**src/rtl/branch_predictor.sv**
```systemverilog
// rtl/branch_predictor.sv - direct-mapped BTB with 2-bit saturating counters
// Fetch prediction is combinational; decode allocates, execute trains two cycles later.
module branch_predictor #(
  parameter int ADDR_W = 32,
  parameter int IDX_W  = 4
) (
  input  logic              clk,
  input  logic              rst,
  input  logic [ADDR_W-1:0] target_addr,
  input  logic [ADDR_W-1:0] f_pc,
  input  logic [ADDR_W-1:0] d_pc,
  input  logic              d_is_branch,
  input  logic              x_predict_res,
  output logic [ADDR_W-1:0] f_predict_addr,
  output logic              f_predict_valid
);

  localparam int ENTRIES = 1 << IDX_W;
  localparam int TAG_W   = ADDR_W - IDX_W;

  logic              valid_q [ENTRIES];
  logic [TAG_W-1:0]  tag_q   [ENTRIES];
  logic [ADDR_W-1:0] tgt_q   [ENTRIES];
  logic [1:0]        ctr_q   [ENTRIES];

  logic              s0_v_q, s1_v_q;
  logic [ADDR_W-1:0] s0_pc_q, s1_pc_q;

  logic [IDX_W-1:0] f_idx, d_idx, x_idx;
  logic             f_hit, d_hit, x_hit, d_alloc, x_drop;
  logic [1:0]       ctr_x_d;

  assign f_idx = f_pc[IDX_W-1:0];
  assign d_idx = d_pc[IDX_W-1:0];
  assign x_idx = s1_pc_q[IDX_W-1:0];

  assign f_hit = valid_q[f_idx] && (tag_q[f_idx] == f_pc[ADDR_W-1:IDX_W]);
  assign d_hit = valid_q[d_idx] && (tag_q[d_idx] == d_pc[ADDR_W-1:IDX_W]);
  assign x_hit = s1_v_q && valid_q[x_idx] && (tag_q[x_idx] == s1_pc_q[ADDR_W-1:IDX_W]);

  assign f_predict_valid = f_hit && ctr_q[f_idx][1];
  assign f_predict_addr  = f_predict_valid ? tgt_q[f_idx] : f_pc + ADDR_W'(1);

  // A decode replacement on the index being trained discards the stale outcome.
  assign d_alloc = d_is_branch && !d_hit;
  assign x_drop  = d_alloc && (d_idx == x_idx);

  always_comb begin
    ctr_x_d = ctr_q[x_idx];
    if (x_predict_res) begin
      if (ctr_q[x_idx] != 2'b11) ctr_x_d = ctr_q[x_idx] + 2'b01;
    end else begin
      if (ctr_q[x_idx] != 2'b00) ctr_x_d = ctr_q[x_idx] - 2'b01;
    end
  end

  always_ff @(posedge clk or posedge rst) begin
    if (rst) begin
      for (int i = 0; i < ENTRIES; i++) begin
        valid_q[i] <= 1'b0;
        tag_q[i]   <= '0;
        tgt_q[i]   <= '0;
        ctr_q[i]   <= 2'b01;
      end
      s0_v_q  <= 1'b0;
      s0_pc_q <= '0;
      s1_v_q  <= 1'b0;
      s1_pc_q <= '0;
    end else begin
      s0_v_q  <= d_is_branch;
      s0_pc_q <= d_pc;
      s1_v_q  <= s0_v_q;
      s1_pc_q <= s0_pc_q;

      if (x_hit && !x_drop) ctr_q[x_idx] <= ctr_x_d;

      if (d_is_branch) begin
        tgt_q[d_idx] <= target_addr;
        if (!d_hit) begin
          valid_q[d_idx] <= 1'b1;
          tag_q[d_idx]   <= d_pc[ADDR_W-1:IDX_W];
          ctr_q[d_idx]   <= 2'b01;
        end
      end
    end
  end

endmodule

```
**config.mk**
```make
export PLATFORM = sky130hd
export DESIGN_NAME = branch_predictor
export DESIGN_NICKNAME = d
export VERILOG_FILES = /design/src/rtl/branch_predictor.sv
export SDC_FILE = /design/constraint.sdc
export NUM_CORES = 2
export LEC_CHECK = 0
export ABC_AREA = 1
export CAP_MARGIN = 0
export CORE_ASPECT_RATIO = 1.75
export CORE_MARGIN = 8
export CORE_UTILIZATION = 60
export CTS_BUF_LIST = sky130_fd_sc_hd__clkbuf_8
export DETAILED_ROUTE_END_ITERATION = 10
export GPL_TIMING_DRIVEN = 1
export MAX_ROUTING_LAYER = met4
export PLACE_DENSITY = 0.77
export SLEW_MARGIN = 20
export SYNTH_ARGS = -nofsm -noshare
export SYNTH_HDL_FRONTEND = slang
export SYNTH_SLANG_ARGS = --single-unit
```
**constraint.sdc**
```tcl
create_clock -name clk -period 79.5 [get_ports clk]
set_clock_uncertainty 0.15 [all_clocks]
set_input_delay 15.9 -clock clk [delete_from_list [all_inputs] [get_ports clk]]
set_output_delay 15.9 -clock clk [all_outputs]
set_load 0.02 [all_outputs]
```
; Word level (Yosys, flattened, before mapping)
; Index checks and enable logic that the tools add are counted.
[totals]
word_cells = 150
regBits = 1074
[op_classes]
add_sub_neg = 3
bitwise = 8
n_lt_le_gt_ge = 5
n_eq_ne = 5
reduce_logical = 14
mux = 47
[op_table]
columns = operator, count
row1 = bitwise mux 512 bit, 1
row2 = bitwise mux 448 bit, 1
row3 = binary-select mux 28 bit (select 4 bit), 3
row4 = two-way mux 32 bit, 7
row5 = two-way mux 28 bit, 7
row6 = binary-select mux 32 bit (select 4 bit), 1
row7 = demux 32 bit (select 4 bit), 1
row8 = demux 28 bit (select 4 bit), 1
row9 = equality test 28 bit, 3
row10 = "adder 32 x 1 -> 32 bit, second input constant", 1
row11 = bitwise mux 32 bit, 1
row12 = OR 16 bit, 2
row13 = two-way mux 2 bit, 9
row14 = bitwise AND 16 bit, 1
row15 = binary-select mux 2 bit (select 4 bit), 2
row16 = demux 2 bit (select 4 bit), 2
row17 = NOT 16 bit, 1
row18 = "greater-or-equal comparator 5 bit, second input constant", 3
row19 = NOT 4 -> 5 bit, 3
row20 = binary-select mux 1 bit (select 4 bit), 3
row21 = logical AND 1 bit, 10
row22 = "less-than comparator 5 x 1 -> 1 bit, second input constant", 2
row23 = two-way mux 1 bit, 7
row24 = demux 1 bit (select 4 bit), 1
row25 = other kinds (8), 9

; Depth between registers and ports, before layout
[depth]
ltp_word = 15
depth_mapped = 24
depth_no_buf = 21

; Worst setup path before layout
; OpenSTA, ideal clock, no wires.
[synth_path]
kind = input to output
from = in f_pc[1]
to = out f_predict_addr[0]
required_ps = 63450
path_stages = 14
slack_ps = 45301
n_path_buf = 4
t_arrival_ps = 18149
cell_sequence = buf_2 > buf_2 > clkbuf_1 > o21ai_0 > o211ai_1 > nand3_1 > nand3_1 > nand4_1 > nor2_1 > nand2_1 > nor2_1 > nand2_1 > clkbuf_1 > o21ai_0
[synth_via]
elab_chain_cells = 8
word_cells_on_any_way = 17
[synth_lines]
columns = item, line
row1 = from (decl), 10  ; input logic [ADDR_W-1:0] f_pc,
row2 = NOT 4 -> 5 bit (implied by the code) (*), "37, 41, 42"
row3 = binary-select mux 28 bit (select 4 bit), 37  ; assign f_hit = valid_q[f_idx] && (tag_q[f_idx] == f_pc[ADDR_W-1:IDX_W]);
row4 = two-way mux 28 bit (implied by the code) (2 in series), 37
row5 = equality test 28 bit, 37
row6 = logical AND 1 bit, 37
row7 = logical AND 1 bit, 41  ; assign f_predict_valid = f_hit && ctr_q[f_idx][1];
row8 = two-way mux 32 bit (*), 42  ; assign f_predict_addr = f_predict_valid ? tgt_q[f_idx] : f_pc + ADDR_W'(1);
row9 = to (decl), 14  ; output logic [ADDR_W-1:0] f_predict_addr,
; Every way passes the cells marked *; elsewhere a longest branch is shown, timed or not. The select of a mux whose other input is x is not followed.

; Worst setup path in the final report
[layout_path]
from = in f_pc[3]
to = out f_predict_addr[31]
[layout_via]
elab_chain_cells = 8
word_cells_on_any_way = 18
[layout_lines]
columns = item, line
row1 = NOT 4 -> 5 bit (implied by the code), "37, 41, 42"
row2 = binary-select mux 28 bit (select 4 bit), 37
row3 = two-way mux 28 bit (implied by the code) (2 in series), 37
row4 = equality test 28 bit, 37
row5 = logical AND 1 bit, 37
row6 = logical AND 1 bit, 41
row7 = two-way mux 32 bit (*), 42
; Marked as above.

==> reports/results.ini <==
[global_routing]
grt_max_degree = 193
track_usage = 0.435
antenna_found_initial = 15
grt_pass1_vias = 56300
grt_pass1_wl_um = 349000
overflow = 0

[critical_path]
reg2reg_from = s1_pc_q[1]
worstSetupEndpoint = f_predict_addr[31]
path_max_fanout = 30
cp-start-kind = input port
cp.required_ns = 63.45
rrSetupSlack_ns = 73.57
cp.arrival_ns = 21.68
r2r-end = ctr_q[25]
crit_path_start = f_pc[3]
worst-setup-path-type = in -> out
end_kind = primary output
r2r.worst_path.cells = 19

[pwr]
power.density_nw_per_um2 = 24.1
leakagePower_nw = 30.8
peakVddDrop_mv = 0.0217

[clock_network]
cts_setup_buffers = 0
cts_tree = built
cts.sinks = 1074
hold_buffers = 0
cts_root_buf = clkbuf_8
clk_latency_ns = 0.93
cts.repair.resized = 0
cts.clk_slew.worst_paths_ns = 0.06
htree_levels = 4
clk_path_buf_depth = 3
cts_buffers = 160

[logic_synthesis]
synth-compound-area-share = 0.190
synth-main-ff-cell = dfrtp_1
yosys.area.top_type = dfrtp_1
synth_top_family_by_area = simple AND/OR/NAND/NOR gates
synth_xor_area_frac = 0.00484
synthAdderAreaFrac = 0.000210
muxShareOfSynthArea = 0
syn_area_um2 = 59700
synth_top_cell_area_share = 0.444
ys_warn_count = 0
syn_inst = 8538
ys_types = 49
ys_async_sr_fraction = 1.00
ys_ff_latch = 1074
syn-num-nets = 8639
ys_top_cells_by_area = dfrtp_1 (44%), nand2_1 (19%), o21ai_0 (11%)
synth-simple-area-share = 0.273
yosysSeqAreaShare = 0.451
syn_avg_cell_area_um2 = 6.99
synth_edf_count = 0

[place]
gp_congestion = 1.03
io_buffers = 132
hpwl_um = 140000
placed_area_um2 = 60800

[sta]
rsz0062_at_grt = false
period_needed_ns = 37.73
setup-tns-final_ns = 0
worst_pin_slew_ns = 1.13
max_freq_ghz = 0.0265
fin_crit_sh = 0.475
setup_viol = 0
finalMaxSlewViolations = 0
hold_viol_final = 0
slew_headroom = 0.242

[detailed_routing]
via_count = 61000
vias_per_cell = 6.27
first_iter_violations = 8535
wl_um = 236000
wl_per_cell_um = 24.2
first_pass_iters = 7
antenna_left = 0
drc = 0

[min_path]
hp-class = reg -> reg

[layout]
drive_gt1_frac = 0.0510
final_cell_mix = nand2_1 (2944), o21ai_0 (1357), dfrtp_1 (1056)
layout.nets = 8387
final_common_cell = nand2_1
synthToLayoutAreaGrowth_pct = 7.38
final_cell_area_um2 = 64100

[floorplan]
core_area_um2 = 99000
start_util = 0.603
die_w_um = 254
ioPinCount = 133
dieArea_um2 = 110000
rows = 153
die_h_um = 433

[status]
status = complete, no violations

[flow_run]
drv_cap = 0

-- metrics by stage --
step / instances / hold WS [ns] / setup slack, ns / power [W] / utilization
after floorplan: 8538 / 0.181 / 33.24 / 0.000968 / -
after global placement: 9440 / 0.182 / 42.42 / 0.00107 / 0.614
after detailed placement: 9440 / 0.186 / 42.38 / 0.00108 / 0.614
after CTS: 9724 / 0.198 / 42.35 / 0.00153 / 0.646
after global routing: 9740 / 0.203 / 41.75 / 0.00162 / 0.647
final: 9743 / 0.190 / 41.77 / 0.00155 / 0.647
-- worst max-delay path, stage by stage --
cell             delay [ns]
clkdlybuf4s50_1        0.55
clkinv_2               0.06
buf_4                  0.34
nor2_4                 0.83
buf_4                  0.53
nand2_1                0.10
nand2_1                0.32
inv_1                  0.12
nand3_1                0.13
nand4_1                0.14
nor3_1                 0.30
nand2_1                0.15
nor2_4                 0.59
nor2_1                 0.17
nor2_1                 0.64
clkdlybuf4s50_1        0.75
-- sequential cells by signal, indices dropped and copies added, names as in the netlist --
signal and flops:
s1_v_q 1, tgt_q 512, tag_q 448, s1_pc_q 32
ctr_q 32, valid_q 16, s0_pc_q 32, s0_v_q 1
-- where the power goes --
| part | switching (W) | internal [W] |
|---|---|---|
| logic | 0.000229 | 0.000117 |
| registers | 0.0000802 | 0.000660 |
| clock network | 0.000229 | 0.000231 |
-- synthesized netlist by cell type, types with 25 or more instances --
master,count
clkbuf_1,383
o22ai_1,41
dfrtp_1,1058
buf_2,181
nand2_1,2952
o21ai_1,26
o21ai_0,1357
nand3_1,313
nor2_1,682
a21oi_1,559
o211ai_1,101
nand4_1,104
inv_1,502
xor2_1,25
buf_1,43
buf_6,26
o21bai_1,25
-- per-layer routing --
layer  GRT usage  share of wire  routed length (um)
met5           -              0                   0
met4       0.363           0.10               24600
met3       0.106           0.12               28800
met2       0.646           0.44              104000
met1       0.493           0.33               78800
-- worst min-delay path by stage --
| stage | startpoint | to | cells past startpoint |
|---|---|---|---|
| 2_1_floorplan | s0_pc_q[0] | s1_pc_q[0] | 0 |
| 3_3_place_gp | s0_pc_q[5] | s1_pc_q[5] | 0 |
| 3_5_place_dp | s0_pc_q[5] | s1_pc_q[5] | 0 |
| 4_1_cts | s0_pc_q[3] | s1_pc_q[3] | 0 |
| 5_1_grt | s0_pc_q[3] | s1_pc_q[3] | 0 |
| 6_report | s0_pc_q[3] | s1_pc_q[3] | 0 |
-- cell families after synthesis --
| group | Yosys count |
|---|---|
| buffers and inverters | 1162 |
| adders and majority gates | 1 |
| and+or+nand+nor | 4106 |
| xor gates and xnor gates | 33 |
| DFF | 1074 |
| AOI/OAI and AO/OA | 2162 |
-- final cells by class --
cell class | instances | area (um2)
Fill cell | 9033 | 34900
Multi-Input combinational cell | 6302 | 28100
Timing Repair Buffer | 236 | 2200
Sequential cell | 1074 | 26900
Tap cell | 1317 | 1650
Clock buffer | 205 | 2820
Clock inverter | 79 | 360
Inverter | 512 | 1950
Antenna cell | 18 | 45.0
(Power assumes the default switching activity.)
